==> src/rtl/sysid_check_pkg.sv <==
// Shared types and constants for the system-ID check master.
//   TIMER_W / DATA_W : per-transaction timer width and Avalon data width
//   ADDR_ID / ADDR_TS: word addresses of the ID and timestamp registers
//   state_e          : sequencing FSM of the top level
//   phase_e          : phase of a single Avalon read
package sysid_check_pkg;

  localparam int unsigned TIMER_W = 16;
  localparam int unsigned DATA_W  = 32;

  localparam logic ADDR_ID = 1'b0;
  localparam logic ADDR_TS = 1'b1;

  typedef enum logic [2:0] {
    ST_IDLE  = 3'd0,
    ST_RD_ID = 3'd1,
    ST_WT_ID = 3'd2,
    ST_RD_TS = 3'd3,
    ST_WT_TS = 3'd4,
    ST_DONE  = 3'd5
  } state_e;

  typedef enum logic [1:0] {
    PH_IDLE = 2'd0,
    PH_REQ  = 2'd1,
    PH_WAIT = 2'd2
  } phase_e;

endpackage

==> src/rtl/avm_single_read.sv <==
// One Avalon-MM read with waitrequest, readdatavalid and a per-read timeout.
//   clk_i, rst_ni        : clock, synchronous active-low reset
//   launch_i, addr_i     : start a read of word addr_i on the next cycle
//   avm_read_o/address_o : registered Avalon request
//   avm_waitrequest_i,
//   avm_readdatavalid_i  : Avalon response qualifiers
//   accept_c_o           : request accepted this cycle (combinational)
//   capture_c_o          : read data valid for this read this cycle (combinational)
//   timeout_c_o          : read gives up this cycle (combinational)
module avm_single_read
  import sysid_check_pkg::*;
#(
  parameter int unsigned TIMEOUT_CYCLES = 255
) (
  input  logic clk_i,
  input  logic rst_ni,
  input  logic launch_i,
  input  logic addr_i,
  output logic avm_read_o,
  output logic avm_address_o,
  input  logic avm_waitrequest_i,
  input  logic avm_readdatavalid_i,
  output logic accept_c_o,
  output logic capture_c_o,
  output logic timeout_c_o
);

  localparam logic [TIMER_W-1:0] TIMER_LAST = TIMER_W'(TIMEOUT_CYCLES - 1);

  phase_e             phase_q;
  logic               read_q;
  logic               addr_q;
  logic [TIMER_W-1:0] timer_q;

  assign avm_read_o    = read_q;
  assign avm_address_o = addr_q;

  // readdatavalid only counts once the request is accepted (same cycle for latency-0)
  assign accept_c_o  = (phase_q == PH_REQ) && read_q && !avm_waitrequest_i;
  assign capture_c_o = (accept_c_o || (phase_q == PH_WAIT)) && avm_readdatavalid_i;
  // a capture on the last allowed cycle wins over the timeout
  assign timeout_c_o = (phase_q != PH_IDLE) && (timer_q == TIMER_LAST) && !capture_c_o;

  // Request/phase/timer registers
  always_ff @(posedge clk_i) begin
    if (!rst_ni) begin
      phase_q <= PH_IDLE;
      read_q  <= 1'b0;
      addr_q  <= ADDR_ID;
      timer_q <= '0;
    end else if (launch_i) begin
      phase_q <= PH_REQ;
      read_q  <= 1'b1;
      addr_q  <= addr_i;
      timer_q <= '0;
    end else if (capture_c_o || timeout_c_o) begin
      // timeout may drop read while stalled; the abort is intentional
      phase_q <= PH_IDLE;
      read_q  <= 1'b0;
    end else begin
      if (accept_c_o) begin
        phase_q <= PH_WAIT;
        read_q  <= 1'b0;
      end
      if (phase_q != PH_IDLE) begin
        timer_q <= timer_q + TIMER_W'(1);
      end
    end
  end

endmodule

==> src/rtl/sysid_check_master.sv <==
// Avalon-MM read-only master that reads the system-ID slave (word 0 = ID,
// word 1 = timestamp), compares both to expected values and reports
// pass/fail/timeout. Gates downstream bring-up until identity is confirmed.
//   clock, reset_n     : clock, synchronous active-low reset
//   start              : one-cycle check request, ignored while busy
//   avm_*              : Avalon-MM read master port
//   busy, done         : check in progress / finished (held until next start)
//   id_ok, ts_ok       : comparison results, valid when done
//   timeout            : a read exceeded TIMEOUT_CYCLES
//   id_value, ts_value : captured words
module sysid_check_master
  import sysid_check_pkg::*;
#(
  parameter logic [31:0] EXPECTED_ID    = 32'h0000_0000,
  parameter logic [31:0] EXPECTED_TS    = 32'd1457589968,
  parameter int unsigned TIMEOUT_CYCLES = 255,
  parameter bit          AUTO_START     = 1'b1
) (
  input  logic              clock,
  input  logic              reset_n,
  input  logic              start,
  output logic              avm_address,
  output logic              avm_read,
  input  logic              avm_waitrequest,
  input  logic [DATA_W-1:0] avm_readdata,
  input  logic              avm_readdatavalid,
  output logic              busy,
  output logic              done,
  output logic              id_ok,
  output logic              ts_ok,
  output logic              timeout,
  output logic [DATA_W-1:0] id_value,
  output logic [DATA_W-1:0] ts_value
);

  state_e state_q;
  logic   pending_q;
  logic   in_id_c;
  logic   in_ts_c;
  logic   launch_c;
  logic   rd_addr_c;
  logic   accept_c;
  logic   capture_c;
  logic   timeout_c;

  assign in_id_c = (state_q == ST_RD_ID) || (state_q == ST_WT_ID);
  assign in_ts_c = (state_q == ST_RD_TS) || (state_q == ST_WT_TS);

  // A new read starts on check launch, and again right after the ID capture
  assign launch_c = (((state_q == ST_IDLE) || (state_q == ST_DONE)) && (start || pending_q))
                  || (in_id_c && capture_c);
  assign rd_addr_c = in_id_c ? ADDR_TS : ADDR_ID;

  avm_single_read #(
    .TIMEOUT_CYCLES (TIMEOUT_CYCLES)
  ) u_rd (
    .clk_i               (clock),
    .rst_ni              (reset_n),
    .launch_i            (launch_c),
    .addr_i              (rd_addr_c),
    .avm_read_o          (avm_read),
    .avm_address_o       (avm_address),
    .avm_waitrequest_i   (avm_waitrequest),
    .avm_readdatavalid_i (avm_readdatavalid),
    .accept_c_o          (accept_c),
    .capture_c_o         (capture_c),
    .timeout_c_o         (timeout_c)
  );

  // Check sequencer with registered status outputs
  always_ff @(posedge clock) begin
    if (!reset_n) begin
      state_q   <= ST_IDLE;
      pending_q <= AUTO_START;
      busy      <= 1'b0;
      done      <= 1'b0;
      id_ok     <= 1'b0;
      ts_ok     <= 1'b0;
      timeout   <= 1'b0;
      id_value  <= '0;
      ts_value  <= '0;
    end else begin
      case (state_q)
        ST_IDLE, ST_DONE: begin
          if (launch_c) begin
            state_q   <= ST_RD_ID;
            pending_q <= 1'b0;
            busy      <= 1'b1;
            done      <= 1'b0;
            id_ok     <= 1'b0;
            ts_ok     <= 1'b0;
            timeout   <= 1'b0;
          end
        end
        ST_RD_ID, ST_WT_ID: begin
          if (capture_c) begin
            id_value <= avm_readdata;
            id_ok    <= (avm_readdata == EXPECTED_ID);
            state_q  <= ST_RD_TS;
          end else if (timeout_c) begin
            state_q <= ST_DONE;
            busy    <= 1'b0;
            done    <= 1'b1;
            timeout <= 1'b1;
          end else if (accept_c) begin
            state_q <= ST_WT_ID;
          end
        end
        ST_RD_TS, ST_WT_TS: begin
          if (capture_c) begin
            ts_value <= avm_readdata;
            ts_ok    <= (avm_readdata == EXPECTED_TS);
            state_q  <= ST_DONE;
            busy     <= 1'b0;
            done     <= 1'b1;
          end else if (timeout_c) begin
            state_q <= ST_DONE;
            busy    <= 1'b0;
            done    <= 1'b1;
            timeout <= 1'b1;
          end else if (accept_c) begin
            state_q <= ST_WT_TS;
          end
        end
        default: state_q <= ST_IDLE;
      endcase
    end
  end

  // in_ts_c documents the timestamp half of the sequence for readers/debug
  logic unused_c;
  assign unused_c = in_ts_c;

endmodule
==> config.mk <==
export PLATFORM = sky130hd
export DESIGN_NAME = sysid_check_master
export DESIGN_NICKNAME = d
export VERILOG_FILES = /design/src/rtl/sysid_check_pkg.sv /design/src/rtl/avm_single_read.sv /design/src/rtl/sysid_check_master.sv
export SDC_FILE = /design/constraint.sdc
export NUM_CORES = 1
export LEC_CHECK = 0
export CAP_MARGIN = 20
export CELL_PAD_IN_SITES_DETAIL_PLACEMENT = 1
export CELL_PAD_IN_SITES_GLOBAL_PLACEMENT = 2
export CORE_ASPECT_RATIO = 1.2
export CORE_MARGIN = 4
export CORE_UTILIZATION = 25
export CTS_CLUSTER_DIAMETER = 40
export DETAILED_ROUTE_END_ITERATION = 12
export GPL_TIMING_DRIVEN = 0
export PLACE_DENSITY_LB_ADDON = 0.08
export SETUP_SLACK_MARGIN = 0.1
export SYNTH_ARGS = -nofsm -noshare
export SYNTH_HDL_FRONTEND = slang
export SYNTH_HIERARCHICAL = 1
export SYNTH_SLANG_ARGS = --single-unit
==> constraint.sdc <==
create_clock -name clock -period 2.8 [get_ports clock]
set_input_delay 0.28 -clock clock [delete_from_list [all_inputs] [get_ports clock]]
set_output_delay 0.28 -clock clock [all_outputs]
set_load 0.02 [all_outputs]
# After elaboration in Yosys (flattened, before gate mapping)
# Cells that the tools add are included.
# word_totals
mem_bits_ro	0
input_bits	37
wordCells	104
regBits	93
mem_count	0
ramBits	0
latch_bits	0
# op_classes
n_reduce_logical	38
div_mod_pow	0
n_eq_ne	17
order_cmp	0
bitwise	2
mux	32
mul	0
n_addsub	1
shift	0
# op_table
op	count
32-bit by 31-bit equality test with 1-bit output (second input constant)	1
32-bit zero test	1
3-bit 2-to-1 mux	7
1-bit 2-to-1 mux	19
16-bit by 1-bit adder with 16-bit output (second input constant)	1
16-bit by 8-bit equality test with 1-bit output (second input constant)	1
3-bit AND reduction	4
2-bit != test (second input constant)	5
3-bit case mux with 3 select lines	1
4-bit by 2-bit != test with 1-bit output (second input constant)	2
2-bit AND reduction	4
2-bit nonzero test	4
2-bit OR reduction	4
1-bit logical AND	7
3-bit by 2-bit equality test with 1-bit output (second input constant)	2
3-bit equality test (second input constant)	2
1-bit logical OR	6
1-bit case mux with 2 select lines	3
1-bit case mux with 3 select lines	2
3-bit nonzero test	2
4-bit AND reduction	1
4-bit OR reduction	1
3-bit by 1-bit equality test with 1-bit output (second input constant)	1
3-bit zero test	1
6 further kinds	8

# Depth between registers and ports, before layout
# Gate-level depths: netlist (run 1).
# logic_depth
ltp_word	10
depth_mapped	13
depth_no_buf	10

# Modules after synthesis
# The synthesis (run 1) kept the hierarchy.
# modules_own_cells
mod	cells_each	area_each_um2	seq_area_each_um2	instances
sysid_check_master	372	3031.7	1461.4	1
avm_single_read	115	1019.7	380.4	1

# Least setup slack after synthesis (run 1)
# Ideal clock, no wire load.
# synth_path
path_kind	register -> register
start	reg u_rd.phase_q[0]
end	reg u_rd.timer_q[12]
arrival_ns	2.821
t_required_ns	2.672
setup_ns	0.128
setup_slack_ns	-0.148
period_less_slack_ns	2.948
stages_incl_launch_ff	14
cell_sequence	dfxtp_1 clkbuf_1 and2_1 o21a_1 clkbuf_2 inv_1 or3_1 buf_2 buf_2 nand2_1 nand2b_1 buf_1 clkbuf_1 nor2_1
# synth_via
elab_cells_between_ends	16
# synth_lines
element	line	source
start: declaration	avm_single_read.sv:30	phase_e phase_q;
start signal: assignment	avm_single_read.sv:47	phase_q <= PH_IDLE;
start signal: assignment	avm_single_read.sv:52	phase_q <= PH_REQ;
start signal: assignment	avm_single_read.sv:58	phase_q <= PH_IDLE;
2-bit by 1-bit equality test with 1-bit output	avm_single_read.sv:39	assign accept_c_o = (phase_q == PH_REQ) && read_q && !avm_waitrequest_i;
1-bit logical AND (2 in a row)	avm_single_read.sv:39	
named net accept_c	sysid_check_master.sv:42	logic accept_c;
1-bit logical OR	avm_single_read.sv:40	assign capture_c_o = (accept_c_o || (phase_q == PH_WAIT)) && avm_readdatavalid_i;
1-bit logical AND	avm_single_read.sv:40	
named net capture_c	sysid_check_master.sv:43	logic capture_c;
1-bit logical AND	sysid_check_master.sv:51	|| (in_id_c && capture_c);
1-bit logical OR	sysid_check_master.sv:51	
named net launch_c	sysid_check_master.sv:40	logic launch_c;
2-bit OR reduction (no source line)	--	
end signal: assignment	avm_single_read.sv:66	timer_q <= timer_q + TIMER_W'(1);
end: declaration	avm_single_read.sv:33	logic [TIMER_W-1:0] timer_q;
# The timed path passes the listed nets, and every way through them passes these cells.
# A chain may end at the register's enable or synchronous reset.

# Worst setup path in the final report (run 1)
# layout_path
start	reg u_rd.timer_q[0]
end	reg state_q[1]
# layout_via
elab_chain_len	6
elab_cells_between_ends	11
# layout_lines
element	line	source
16-bit by 8-bit equality test with 1-bit output *	avm_single_read.sv:42	assign timeout_c_o = (phase_q != PH_IDLE) && (timer_q == TIMER_LAST) && !capture_c_o;
1-bit logical AND * (2 in a row)	avm_single_read.sv:42	
named net timeout_c	sysid_check_master.sv:44	logic timeout_c;
3-bit 2-to-1 mux (on tied branches)	sysid_check_master.sv:116, sysid_check_master.sv:100	
3-bit 2-to-1 mux (on tied branches)	sysid_check_master.sv:110, sysid_check_master.sv:96	
3-bit case mux with 3 select lines	sysid_check_master.sv:83	case (state_q)
end signal: assignment	sysid_check_master.sv:86	state_q <= ST_RD_ID;
end signal: assignment	sysid_check_master.sv:113	state_q <= ST_DONE;
end signal: assignment	sysid_check_master.sv:117	state_q <= ST_DONE;
end: declaration	sysid_check_master.sv:36	state_e state_q;
# Mark *: on every way through the listed nets, which the timed path passes. The rest lies on a longest branch.

==> flow_metrics.py, run 1 <==
metrics = {
    "logic_synthesis": {
        "avgSynthCellArea_um2": 8.32,
        "synth_cell_types": 58,
        "synthArstFlopShare_pct": 0,
        "syn_nets": 526,
        "synth_edf_count": 0,
        "synth_top_area_share_pct": 45.5,
        "synth_seq_cells": 92,
        "synthFlopType": "dfxtp_1",
        "ys_seq_area_share_pct": 45.5,
        "synth_cells": 487,
        "synth_area_leaders": "dfxtp_1 45%, nand2_1 13%, a21boi_1 11%, o21ai_0 1.9%, nand4_1 1.5%",
        "ys.warnings.count": 6,
        "synth_area_leader_cell": "dfxtp_1",
        "synthesis.area_mm2": 0.00405,
    },
    "cells_and_area": {
        "layout_commonest_cell": "nand2_1",
        "drive_above_1_share_pct": 9.11,
        "final_cell_count_no_fill": 823,
        "n_antenna_cell": 0,
        "fin_nets": 649,
        "fin_util_pct": 37.0,
        "fin_area_mm2": 0.00583,
        "syn_to_final_growth_pct": 43.9,
        "final_cell_mix": "140 x nand2_1, 106 x clkdlybuf4s50_1, 91 x dfxtp_1, 60 x a21boi_1, 15 x o21ai_0",
        "fillCellCount": 1904,
    },
    "clock_tree": {
        "cts-hold-fix-buffers": 0,
        "htree_levels": 3,
        "cts-root-buf": "clkbuf_16",
        "clock_path_buffers": 2,
        "cts_tree": "done",
        "clock-sinks": 92,
        "cts_buffers": 9,
        "cts.clk_slew.worst_paths_ps": 70,
        "insertion_delay_ps": 340,
    },
    "worst_setup_path": {
        "crit_required_ps": 3070,
        "end_kind": "register",
        "crit_start": "u_rd/timer_q[0]",
        "crit_fanout": 6,
        "crit_path_top_delay_cell": "dfxtp_1",
        "critPathTopFamily": "simple AND/OR/NAND/NOR gates",
        "reg2reg_depth": 10,
        "path_depth": 10,
        "regToRegSetupSlack_ps": 220,
        "crit_chain": "inv_1 -> ha_1 -> nor4b_1 -> o2111a_2 -> nand2_1 -> nor2_4 -> nor3_1 -> o211a_1 -> a221oi_2 -> mux2i_1",
        "worst_setup_path_start_kind": "register",
        "rr_startpoint": "u_rd/timer_q[0]",
        "path_buf_inv": 1,
        "crit_end": "state_q[1]",
        "slowest_delay_ps": 350,
        "path_class": "reg2reg",
        "critical_path_arrival_ps": 2850,
        "worstReg2RegEnd": "state_q[1]",
    },
    "timing": {
        "layout_min_cycle_time_ps": 2580,
        "rsz0062_at_grt": "no",
        "worst_pin_slew_ps": 726,
        "slew_viol_final": 0,
        "skew_ps": 7.14,
        "fmaxAchievable_mhz": 388,
        "hold_viol": 0,
        "max_slew_margin_pct": 51.5,
        "worst_hold_slack_ps": 395,
        "setup_ws_ps": 224,
        "setup_violations": 0,
        "finalCritPeriodShare_pct": 92.0,
    },
    "detailed_routing": {
        "routed-via-count": 3905,
        "viasPerCell": 4.74,
        "routed_wl_um": 14100,
        "drt_iter0_drc": 160,
        "antenna_left": 0,
        "dr.pass1.iters": 4,
        "drt-wirelength-per-cell_um": 17.1,
        "drc": 0,
    },
    "place": {
        "post_dp_cell_area_mm2": 0.00539,
        "gp_congestion": 0.795,
        "dp_hpwl_um": 10900,
        "place_inst": 802,
        "pre_cts_ws_ps": -566,
        "port-buffer-count": 107,
    },
    "power_and_ir_drop": {
        "peakVddDrop_mv": 0.228,
        "power.leakage_nw": 1.95,
        "powerDensity_mw_per_mm2": 653,
    },
    "grt": {
        "grt_max_degree": 16,
        "overflow": 0,
        "grt_pass1_wl_um": 22900,
        "grt_pass1_vias": 4202,
        "grt_antenna_before_repair": 2,
        "grt_usage_pct": 15.5,
    },
    "run_status": {
        "outcome": "completed",
    },
    "floorplanning": {
        "rows": 50,
        "start_util_pct": 25.7,
        "core-area_mm2": 0.0158,
        "die_h_um": 147,
        "die_w_um": 124,
        "die-area_mm2": 0.0183,
        "io_pins": 108,
    },
    "flow_run": {
        "cap_violations": 0,
    },
    "min_path": {
        "hold_class": "in2reg",
    },
}
sequential cells by signal, summed over array words and instances, names as in the netlist:
| register | count |
|---|---|
| id_value | 32 |
| ts_value | 32 |
| u_rd/timer_q | 16 |
| state_q | 3 |
| u_rd/phase_q | 2 |
| busy | 1 |
| done | 1 |
| id_ok | 1 |
| pending_q | 1 |
| timeout | 1 |
| ts_ok | 1 |
| u_rd/avm_address_o | 1 |
kinds of logic after synthesis:
family / count (synthesis) / share of synthesized area, %
and+or+nand+nor: 226 / 25.8
adders and majority gates: 3 / 0.865
AOI/OAI and AO/OA: 121 / 22.0
muxes: 2 / 0.494
xor gates and xnor gates: 7 / 1.51
DFF: 92 / 45.5
buffers and inverters: 36 / 3.92
power by group:
group | switching (W) | internal (W)
combinational | 0.000548 | 0.000438
sequential | 0.0000731 | 0.00140
clock | 0.000542 | 0.000806
total | 0.00116 | 0.00264
timing repair:
| action | CTS | global route |
|---|---|---|
| hold endpoints to repair | 0 | 0 |
| buffers inserted | 1 | 4 |
| endpoints found under the setup margin | 31 | 25 |
| gates resized for setup | 12 | 9 |
| pin swaps | 1 | 2 |
through the flow:
stage               TNS (ps)  power (W)
floorplan                  0    0.00202
global placement       -9480    0.00238
detailed placement    -11070    0.00240
CTS                        0    0.00383
global route               0    0.00402
finish                     0    0.00381
per-layer routing:
layer | track usage, % | part of all wire (%)
met4 | 4.82 | 1.0
met1 | 17.9 | 42
met5 | 0 | 0.16
met3 | 4.66 | 5.7
met2 | 27.7 | 51
worst min-delay path by stage:
stage	startpoint	endpoint	slack [ps]	depth (start not counted)
detailed placement	ts_value[4]	ts_value[4]	450	2
global route	avm_waitrequest	u_rd/phase_q[1]	440	4
floorplan	reset_n	u_rd/phase_q[0]	400	1
global placement	ts_value[16]	ts_value[16]	440	2
finish	avm_waitrequest	u_rd/phase_q[1]	400	4
CTS	id_value[4]	id_value[4]	460	2
worst register-to-register path, delay by kind of cell, from the launching register on:
family,cells,cell delay [ps]
multiplexers,1,220
buffers and inverters,1,100
AND/OR/NAND/NOR,4,890
adder cells (fa/ha/maj),1,160
AO/OA/AOI/OAI,3,780
flip-flops,1,350
synth_stat cells (all sizes together) (2+ instances only):
library cell    n
nor3b           2
clkbuf         14
ha              2
a211oi          3
nor2b           6
nand2b          5
nor4            8
nand2         141
mux2i           2
o21ai          16
o2111ai         4
xor2            2
nor2           16
nor4b           2
o211ai          2
and2            4
o31ai           5
nand4          10
o21a            4
inv             6
nand3           5
a21oi          10
a41o            2
or3             7
buf            16
xnor2           5
and3            4
o2bb2ai         2
and4            4
a21boi         64
nor3            7
dfxtp          92
a31oi           3
layout make-up:
class	instances	area (µm²)	area share (%)
Timing Repair Buffer	112	1110	19.1
Buffer	30	178	3.05
Clock buffer	10	239	4.10
Inverter	6	22.5	0.386
Tap cell	208	260	4.47
Sequential cell	92	1840	31.6
Multi-Input combinational cell	359	2090	35.8
Clock inverter	6	87.6	1.50
Power figures use the tool's default switching activity.
==> run 2, diff against run 1 <==
--- a/config.mk
+++ b/config.mk
@@ -17,6 +17,6 @@
 export PLACE_DENSITY_LB_ADDON = 0.08
 export SETUP_SLACK_MARGIN = 0.1
+export SLEW_MARGIN = 20
 export SYNTH_ARGS = -nofsm -noshare
 export SYNTH_HDL_FRONTEND = slang
-export SYNTH_HIERARCHICAL = 1
 export SYNTH_SLANG_ARGS = --single-unit
==> constraint.sdc (replaced) <==
create_clock -name clock -period 2.8 [get_ports clock]
set_input_delay 0.28 -clock clock [delete_from_list [all_inputs] [get_ports clock]]
set_output_delay 0.28 -clock clock [all_outputs]
set_load 0.05 [all_outputs]
==> flow_metrics.py, run 2 <==
metrics = {
    "timing": {
        "finalCritPeriodShare_pct": 80.0,
        "hold_viol": 0,
        "skew_ps": 9.15,
        "worst_pin_slew_ps": 675,
        "setup_violations": 0,
        "slew_viol_final": 0,
        "fmaxAchievable_mhz": 446,
        "rsz0062_at_grt": "no",
        "tns_ps": 0,
        "layout_min_cycle_time_ps": 2240,
        "setup_ws_ps": 560,
        "max_slew_margin_pct": 53.8,
    },
    "logic_synthesis": {
        "post-synth-top-count-cell": "nand2_1",
        "synthesis.area_mm2": 0.00404,
        "syn_nets": 523,
        "synth_area_leaders": "dfxtp_1 46%, nand2_1 14%, a21boi_0 9.8%, a21boi_1 2.6%, a21oi_1 2.0%",
        "synthArstFlopShare_pct": 0,
        "synthMuxAreaShare_pct": 0.774,
        "synth_xor_area_share_pct": 1.52,
        "synthFlopType": "dfxtp_1",
        "synth_seq_cells": 92,
        "ys.warnings.count": 0,
        "synth_fa_ha_area_share_pct": 0.619,
        "ys_seq_area_share_pct": 45.6,
        "synth_edf_count": 0,
        "synth_cell_types": 56,
        "synth_top_family_by_area": "simple AND/OR/NAND/NOR gates",
        "synth_cells": 484,
        "synth_common_cells": "146 x nand2_1, 92 x dfxtp_1, 53 x a21boi_0",
        "synth_top_area_share_pct": 45.6,
        "avgSynthCellArea_um2": 8.35,
        "synth_compound_area_share_pct": 21.3,
        "synth_area_leader_cell": "dfxtp_1",
        "synth-simple-area-share_pct": 26.1,
    },
    "cells_and_area": {
        "top_regs": "id_value (32), ts_value (32), u_rd.timer_q (16)",
        "n_antenna_cell": 0,
        "layout_commonest_cell": "nand2_1",
        "fin_nets": 641,
        "fin_area_mm2": 0.00567,
        "final_cell_mix": "146 x nand2_1, 107 x clkdlybuf4s50_1, 92 x dfxtp_1, 53 x a21boi_0, 18 x nor2_1",
        "syn_to_final_growth_pct": 40.4,
        "drive_above_1_share_pct": 7.74,
        "fin_util_pct": 36.0,
    },
    "worst_setup_path": {
        "end_kind": "register",
        "crit_fanout": 4,
        "critical_path_arrival_ps": 2520,
        "worst_setup_path_start_kind": "register",
        "path_class": "reg2reg",
        "crit_required_ps": 3080,
    },
    "power_and_ir_drop": {
        "intPower_w": 0.00250,
        "combPwrFrac_pct": 29.3,
        "sw_frac_of_total_pct": 35.4,
        "p_switching_w": 0.00137,
        "power_w": 0.00387,
        "clkPwrFrac_pct": 32.9,
        "p_seq_share_pct": 37.8,
        "power.leakage_nw": 1.81,
        "peakVddDrop_mv": 0.242,
        "powerDensity_mw_per_mm2": 681,
    },
    "clock_tree": {
        "clock-sinks": 92,
        "post_cts_buffers": 0,
        "cts_resized": 0,
        "insertion_delay_ps": 360,
        "htree_levels": 3,
        "cts-root-buf": "clkbuf_16",
        "cts.clk_slew.worst_paths_ps": 70,
        "cts_buffers": 9,
        "cts-hold-fix-buffers": 0,
        "cts_tree": "done",
        "clock_path_buffers": 2,
    },
    "grt": {
        "grt_antenna_before_repair": 0,
        "grt_max_degree": 17,
        "grt_pass1_vias": 4119,
        "overflow": 0,
        "grt_pass1_wl_um": 23200,
        "grt_usage_pct": 16.7,
    },
    "floorplanning": {
        "die_w_um": 124,
        "die_h_um": 147,
        "io_pins": 108,
        "rows": 50,
        "core-area_mm2": 0.0158,
        "start_util_pct": 25.6,
        "die-area_mm2": 0.0183,
    },
    "place": {
        "port-buffer-count": 107,
        "gp_congestion": 0.772,
        "pre_cts_ws_ps": 200,
        "post_dp_cell_area_mm2": 0.00537,
        "dp_hpwl_um": 11100,
    },
    "run_status": {
        "outcome": "completed",
    },
    "flow_run": {
        "cap_violations": 0,
    },
    "detailed_routing": {
        "dr.pass1.iters": 6,
        "drt_iter0_drc": 182,
        "drt-wirelength-per-cell_um": 17.7,
        "routed_wl_um": 14400,
        "drc": 0,
        "routed-via-count": 3862,
        "antenna_left": 0,
        "viasPerCell": 4.74,
    },
    "min_path": {
        "hold_class": "reg2reg",
    },
}
==> run 2: cell types whose count changed after synthesis, sizes merged, moves of 4 or more <==
cell / before / now
nor4: 8 / 12
or3: 7 / 13
nor2b: 6 / 1
o31ai: 5 / 1
nand2: 141 / 146
nand3: 5 / 11
a21oi: 10 / 16
nor3: 7 / 3
==> run 2: power groups by stage <==
stage	logic, W	registers, W	clock network (W)
after floorplan	0.000574	0.00167	0
after global placement	0.00114	0.00149	0
after detailed placement	0.00115	0.00149	0
after CTS	0.00115	0.00146	0.00132
after global routing	0.00124	0.00148	0.00137
final	0.00113	0.00146	0.00127
==> run 2: stage by stage <==
stage / hold WS (ps) / instances
2_1_floorplan: 415 / 484
3_3_place_gp: 442 / 799
3_5_place_dp: 449 / 799
4_1_cts: 456 / 815
5_1_grt: 489 / 815
6_report: 460 / 815
==> run 2: path summary, 6_finish.rpt <==
kind	from	to	slack, ps	cells after the start
min reg2reg	ts_value[15]	ts_value[15]	460	2
max	u_rd.timer_q[0]	timeout	560	7
min	ts_value[15]	ts_value[15]	460	2
max reg2reg	u_rd.timer_q[0]	timeout	560	7
==> run 2: metal layers <==
metal / vias up / track usage [%] / part of all wire, %
li1: 1898 / - / -
met1: 1875 / 19.0 / 42
met2: 71 / 28.7 / 51
met3: 18 / 4.93 / 5.2
met4: 0 / 7.07 / 2.3
met5: - / 0 / 0
==> run 2: cell families after synthesis <==
group | Yosys count
mux | 3
xor+xnor | 7
flops | 92
fa+ha+maj | 2
compound gates | 118
simple gates | 228
buf+inv | 34
==> run 2: layout make-up <==
cell class	count	area, µm²
flip-flops and latches	92	1840
plain buffers	29	148
repair buffers	107	1070
inverters	5	18.8
multi-input cells	358	2030
clock inverters	7	75.1
fillers	1925	10100
clock buffers	9	225
well taps	208	260
==> run 2: worst max-delay path, stage by stage, from the launching register on <==
cell and delay, ps:
dfxtp_1 340, inv_1 70, ha_1 150, or4b_4 500
nand3b_1 190, nor4_1 510, o21ai_0 210, a21boi_0 190
==> run 3, diff against run 2 <==
Clock period 2.8 ns to 1.8 ns, I/O delays scaled along.
==> flow_metrics.py, run 3 (synthesis gave the netlist of run 2 again) <==
metrics = {
    "run_status": {
        "outcome": "complete, but fails checks",
        "violations": "setup timing",
    },
    "power_and_ir_drop": {
        "power.leakage_nw": 2.85,
        "peakVddDrop_mv": 0.481,
        "powerDensity_mw_per_mm2": 1030,
    },
    "floorplanning": {
        "start_util_pct": 25.6,
        "core-area_mm2": 0.0158,
        "io_pins": 108,
        "rows": 50,
        "die-area_mm2": 0.0183,
        "die_w_um": 124,
        "die_h_um": 147,
    },
    "detailed_routing": {
        "dr.pass1.iters": 4,
        "routed-via-count": 3946,
        "routed_wl_um": 15200,
        "viasPerCell": 4.71,
        "drc": 0,
        "drt-wirelength-per-cell_um": 18.2,
        "drt_iter0_drc": 142,
        "antenna_left": 0,
    },
    "worst_setup_path": {
        "worst_setup_path_start_kind": "register",
        "path_class": "reg2reg",
        "crit_required_ps": 2080,
        "slowest_delay_ps": 490,
        "crit_path_top_delay_cell": "or4b_4",
        "rr_startpoint": "u_rd.timer_q[1]",
        "crit_chain": "ha_4 -> or4b_4 -> or2_4 -> o2111ai_4 -> buf_6 -> o21ai_1 -> a21oi_1",
        "regToRegSetupSlack_ps": -210,
        "crit_fanout": 5,
        "critical_path_arrival_ps": 2290,
        "crit_start": "u_rd.timer_q[1]",
        "end_kind": "register",
    },
    "place": {
        "gp_congestion": 0.754,
        "port-buffer-count": 107,
        "pre_cts_ws_ps": -604,
        "dp_hpwl_um": 11100,
    },
    "timing": {
        "setup_ws_ps": -207,
        "worst_hold_slack_ps": 453,
        "worst_pin_slew_ps": 609,
        "setup_violations": 20,
        "slew_viol_final": 0,
        "hold_viol": 0,
        "tns_ps": -2960,
        "rsz0062_at_grt": "yes",
        "layout_min_cycle_time_ps": 2010,
        "finalCritPeriodShare_pct": 112,
        "max_slew_margin_pct": 58.4,
        "skew_ps": 9.38,
        "fmaxAchievable_mhz": 498,
    },
    "grt": {
        "grt_antenna_before_repair": 0,
        "grt_usage_pct": 16.6,
        "grt_pass1_wl_um": 23400,
        "grt_max_degree": 17,
        "grt_pass1_vias": 4115,
        "overflow": 0,
    },
    "cells_and_area": {
        "n_antenna_cell": 0,
        "syn_to_final_growth_pct": 58.9,
        "regArea_mm2": 0.00185,
        "fin_nets": 663,
        "multi_input_area_mm2": 0.00238,
        "fillCellCount": 1886,
        "drive_above_1_share_pct": 21.8,
        "top_regs": "id_value (32), ts_value (32), u_rd.timer_q (16)",
        "layout_commonest_cell": "nand2_1",
        "final_cell_mix": "122 x nand2_1, 86 x dfxtp_1, 41 x dlygate4sd2_1, 39 x clkdlybuf4s50_1, 33 x a21boi_0",
    },
    "flow_run": {
        "cap_violations": 0,
    },
    "clock_tree": {
        "insertion_delay_ps": 350,
        "cts-hold-fix-buffers": 0,
        "cts_tree": "done",
        "cts_buffers": 9,
        "cts-root-buf": "clkbuf_16",
        "cts.clk_slew.worst_paths_ps": 70,
        "clock-sinks": 92,
        "clock_path_buffers": 2,
        "htree_levels": 3,
    },
    "min_path": {
        "min-delay-start": "ts_value[11]",
        "hold_class": "reg2reg",
    },
}
[run 3: cell types whose count changed in the layout (fill, tap and decap cells not counted), sizes merged]
cell | previous run | this run
clkinv | 3 | 1
clkinvlp | 3 | 1
dlygate4sd2 | 0 | 41
inv | 5 | 7
clkbuf | 23 | 26
bufinv | 1 | 2
buf | 15 | 35
clkdlybuf4s50 | 107 | 39
dlymetal6s2s | 0 | 27
[run 3: area by class of cell]
| cell class | count | area share [%] |
|---|---|---|
| buffer | 29 | 3.82 |
| clock buffer | 10 | 3.72 |
| clock inverter | 6 | 1.46 |
| inverter | 5 | 0.351 |
| multi-input combinational | 358 | 37.0 |
| sequential | 92 | 28.9 |
| tap | 208 | 4.05 |
| timing repair buffer | 129 | 20.7 |
[run 3: path summary, 6_finish.rpt]
check                         end  cells past startpoint
setup / recovery  u_rd.timer_q[5]                      7
hold / removal       ts_value[11]                      2
setup reg to reg  u_rd.timer_q[5]                      7
hold reg to reg      ts_value[11]                      2
[run 3: timing repair]
| action | 4_1_cts | 5_1_grt |
|---|---|---|
| buffers inserted | 9 | 8 |
| gates cloned | 1 | 4 |
| endpoints found under the setup margin | 128 | 114 |
| gates resized for setup | 95 | 116 |
| pin swaps | 17 | 33 |
[run 3: critical path, delay by kind of cell, from the launching register on]
family | cells | cell delay (ps)
buf+inv | 1 | 190
flops | 1 | 370
fa+ha+maj | 1 | 130
simple gates | 2 | 780
compound gates | 3 | 470
[run 3: stage by stage]
stage	total power, W	util (%)	area [µm²]	instances
floorplan	0.00353	-	4070	484
global placement	0.00412	34.3	5400	799
detailed placement	0.00414	34.3	5400	799
CTS	0.00656	37.8	5960	825
global route	0.00698	40.8	6420	837
finish	0.00663	40.8	6420	837
[run 3: layer usage]
metal | up-vias | share of wire (%) | global-route usage [%]
met5 | - | 0 | 0
met4 | 0 | 2.1 | 5.86
met3 | 18 | 4.8 | 4.58
met2 | 70 | 51 | 28.8
met1 | 1910 | 42 | 19.3
li1 | 1948 | - | -
[run 3: where the power goes]
group	internal, W	switching (W)
Clock	0.00127	0.000892
Combinational	0.000852	0.00131
Sequential	0.00219	0.000108
